File: config.mk
export PLATFORM = sky130hd
export DESIGN_NAME = sat_counter
export DESIGN_NICKNAME = d
export VERILOG_FILES = /design/src/rtl/sat_counter.sv
export SDC_FILE = /design/constraint.sdc
export NUM_CORES = 1
export LEC_CHECK = 0
export ABC_AREA = 1
export BUFFER_PORTS_ARGS = -buffer_cell sky130_fd_sc_hd__buf_2
export CAP_MARGIN = 10
export CORE_MARGIN = 1
export CORE_UTILIZATION = 40
export CTS_CLUSTER_DIAMETER = 200
export DETAILED_ROUTE_END_ITERATION = 10
export PLACE_DENSITY = 0.73
export SLEW_MARGIN = 20
export SYNTH_ARGS = -nofsm -noshare
export SYNTH_HDL_FRONTEND = slang
export SYNTH_SLANG_ARGS = --single-unit
export TNS_END_PERCENT = 10
File: constraint.sdc
create_clock -name clk -period 2.3 [get_ports clk]
set_input_delay 0.115 -clock clk [delete_from_list [all_inputs] [get_ports clk]]
set_output_delay 0.115 -clock clk [all_outputs]
set_load 0.01 [all_outputs]
File: src/rtl/sat_counter.sv
// Saturating event counter used for the checker statistics.
// Counts one per cycle while inc is high and sticks at all-ones so a long
// run of events never wraps back to a small, misleading number.
module sat_counter #(
    parameter int STAT_W = 16
) (
    input  logic              clk,
    input  logic              reset,
    input  logic              inc,
    input  logic              clr,
    output logic [STAT_W-1:0] value
);

    logic [STAT_W-1:0] r_value;

    // Clear has priority; otherwise step until the all-ones ceiling.
    always_ff @(posedge clk or posedge reset) begin
        if (reset) begin
            r_value <= '0;
        end else if (clr) begin
            r_value <= '0;
        end else if (inc && (r_value != {STAT_W{1'b1}})) begin
            r_value <= r_value + 1'b1;
        end
    end

    assign value = r_value;

endmodule

==> summary.md <==
| Metric | Value |
|---|---|
| All-Layer GR Usage | `19.4%` |
| DR iter-0 viols | `22` |
| FF+latch count, synth | `16` |
| Routed WL per cell | `11.6 um` |
| Vias in the first global route | `931` |
| CTS resizes | `0` |
| Longest Clk Path Bufs | `2` |
| Crit-path max FO | `14` |
| Most frequent cells in the layout | `nand2_1 (64), buf_2 (19), inv_1 (16), nor2_1 (16), dfrtp_1 (16)` |
| Total setup buffers inserted after CTS | `0` |
| Fin crit share | `80.7%` |
| WP buf/inv | `0` |
| P&R area growth vs syn | `13.4%` |
| Outcome | `completed` |
| Core area | `2520 sq um` |
| Largest register FFs | `16` |
| Pin count of the biggest net entering global routing | `17` |
| Share of cells above drive strength 1 | `17.3%` |
| Worst R2R Setup Slack | `0.44 ns` |
| DRT antenna net count | `0` |
| Input/output buffers | `19` |
| Synth warn | `0` |
| Setup Total Neg Slack | `0 ns` |
| Post-Syn Area | `1080 sq um` |
| Num CTS Buffers | `3` |
| CP max stage cell | `nor2_2` |
| Final Critical Period | `1.86 ns` |
| DRC viols | `0` |
| Slew Limit Headroom | `59.4%` |
| WP data arrival | `2.03 ns` |
| Number of cell rows | `18` |
| Max-cap violations | `0` |
| Clk sinks | `16` |
| Fin cells | `209` |
| Max Clock Freq | `539 MHz` |
| Pwr per Cell Area | `386 nW/um^2` |
| DIE HEIGHT | `54.0 um` |
| RSZ-0062 raised after global routing | `false` |
| CTS tree | `yes` |
| Setup violations, final | `0` |
| Top-area cell type share of the netlist area | `37.0%` |
| CP top delay family | `simple AND/OR/NAND/NOR gates` |
| Commonest non-fill, non-tap cell in the layout | `nand2_1` |
| Pre-CTS WS | `0.445 ns` |
| DR vias | `1,034` |
| Clk_lat worst skew | `0.29 ns` |
| RePlAce Congestion | `0.944` |
| Static leakage | `0.697 nW` |
| Worst setup SP type | `flip-flop` |
| Ant. Diodes | `0` |
| # H-tree levels | `1` |
| Worst Skew | `0.0137 ns` |
| DR vias/cell | `4.95` |
| Total grt overflow | `0` |
| Seq/Total Area, Yosys | `37.0%` |
| Net count, final | `186` |
| Critical path's largest stage delay | `0.44 ns` |
| Top post-synthesis cells by area | `dfrtp_1 (37%), nand2_1 (22%), nand4_1 (6.4%)` |
| Io pins | `20` |
| Worst-margin pin slew | `0.608 ns` |
| Die width | `54.0 um` |
| Setup CP Type | `flip-flop to flip-flop` |
| Synthesized area per cell | `6.81 sq um` |
| Crit-path cells | `ha_1 -> nand2_2 -> nor2_8 -> nand2_4 -> nor2_4 -> nor2_2 -> nor2_4 -> nand2_1 -> nand2_1` |
| Peak VDD IR | `0.000384 V` |
| First-pass GRT wire length | `4070 um` |
| Clk slew on worst S/H paths | `0.10 ns` |
| Initial core utilization | `43.0%` |
| Total wire length | `2430 um` |
| Reg2reg start | `value[0]$_DFFE_PP0P_` |
| Antenna violations before repair | `0` |
| CP startpoint | `value[0]$_DFFE_PP0P_` |
| First drt pass iteration count | `4` |
| Mapped Nets | `164` |
| Die area | `2920 sq um` |
| Final hold violations | `0` |
| Post-route cell area | `1230 sq um` |
| Synthesized instance count | `159` |
| Placed cells | `205` |
| Req. time, crit path | `2.48 ns` |
| Root buf cell | `clkbuf_4` |
| Setup ws final | `0.443 ns` |
| HPWL Detailed | `1820 um` |
| Max-slew violation count | `0` |
| Overall Power | `0.475 mW` |
| Hold crit path type | `primary input to flip-flop` |
| Distinct cells, synth | `24` |
| Fin Hold WS | `0.159 ns` |
| Min-delay src | `clr` |
| Worst Setup End Kind | `flip-flop` |
| Yosys top cell by area | `dfrtp_1` |
| Post-layout util | `48.7%` |
| Cell Area, Placed | `1200 sq um` |
worst paths after layout:
| kind | end | depth (start not counted) |
|---|---|---|
| setup / recovery | value[0]$_DFFE_PP0P_ | 9 |
| min in group asynchronous | value[12]$_DFFE_PP0P_ | 3 |
| max in group asynchronous | value[6]$_DFFE_PP0P_ | 3 |
| setup reg to reg | value[0]$_DFFE_PP0P_ | 9 |
| hold reg to reg | value[14]$_DFFE_PP0P_ | 2 |
| hold / removal | value[15]$_DFFE_PP0P_ | 4 |
where the power goes:
group,internal [mW],total (mW),switching [mW]
clock,0.0609,0.148,0.0873
sequential,0.284,0.288,0.00413
combinational,0.0110,0.0383,0.0273
tightest hold or removal path, delay by kind of cell:
family | cells | cell delay [ns]
buffers and inverters | 1 | 0.14
and+or+nand+nor | 3 | 0.17
final cells by class:
class | count | area (sq um)
Fill cell | 267 | 1290
Multi-Input combinational cell | 122 | 596
Sequential cell | 16 | 400
Timing Repair Buffer | 20 | 105
Inverter | 18 | 67.6
Tap cell | 30 | 37.5
Clock buffer | 3 | 22.5
synthesized netlist by cell type:
master / n
nand2_1: 64
dfrtp_1: 16
inv_1: 16
nor2_1: 16
nand3_1: 12
nand4_1: 11
nor2_4: 3
nand3b_1: 2
nor2_2: 2
xnor2_1: 2
xor2_1: 2
a21oi_1: 1
buf_1: 1
buf_2: 1
buf_6: 1
clkinv_1: 1
ha_1: 1
inv_2: 1
nand2_2: 1
nand2_4: 1
nor2_8: 1
nor3_1: 1
o21ai_0: 1
o21ai_1: 1
metal layers:
layer	track usage (%)	vias to the layer above	wire (um)
li1	-	541	-
met1	25.6	459	1160
met2	30.7	32	1110
met3	6.50	2	148
met4	3.85	0	8
met5	0	-	0
repair_timing:
item | 4_1_cts | 5_1_grt
endpoints found under the hold margin | 16 | 0
setup endpoints to repair | 0 | 0
hold buffers | 1 | 0
logic make-up (layout without fill, tap and decap cells):
family | after synthesis | after routing | synth area share [%]
and+or+nand+nor | 114 | 114 | 49.2
DFF | 16 | 16 | 37.0
adders and majority gates | 1 | 1 | 1.15
xor gates and xnor gates | 4 | 4 | 3.23
AOI/OAI and AO/OA | 3 | 3 | 1.38
buffers and inverters | 21 | 41 | 8.08
No activity file was read; power rests on OpenSTA's default activity.
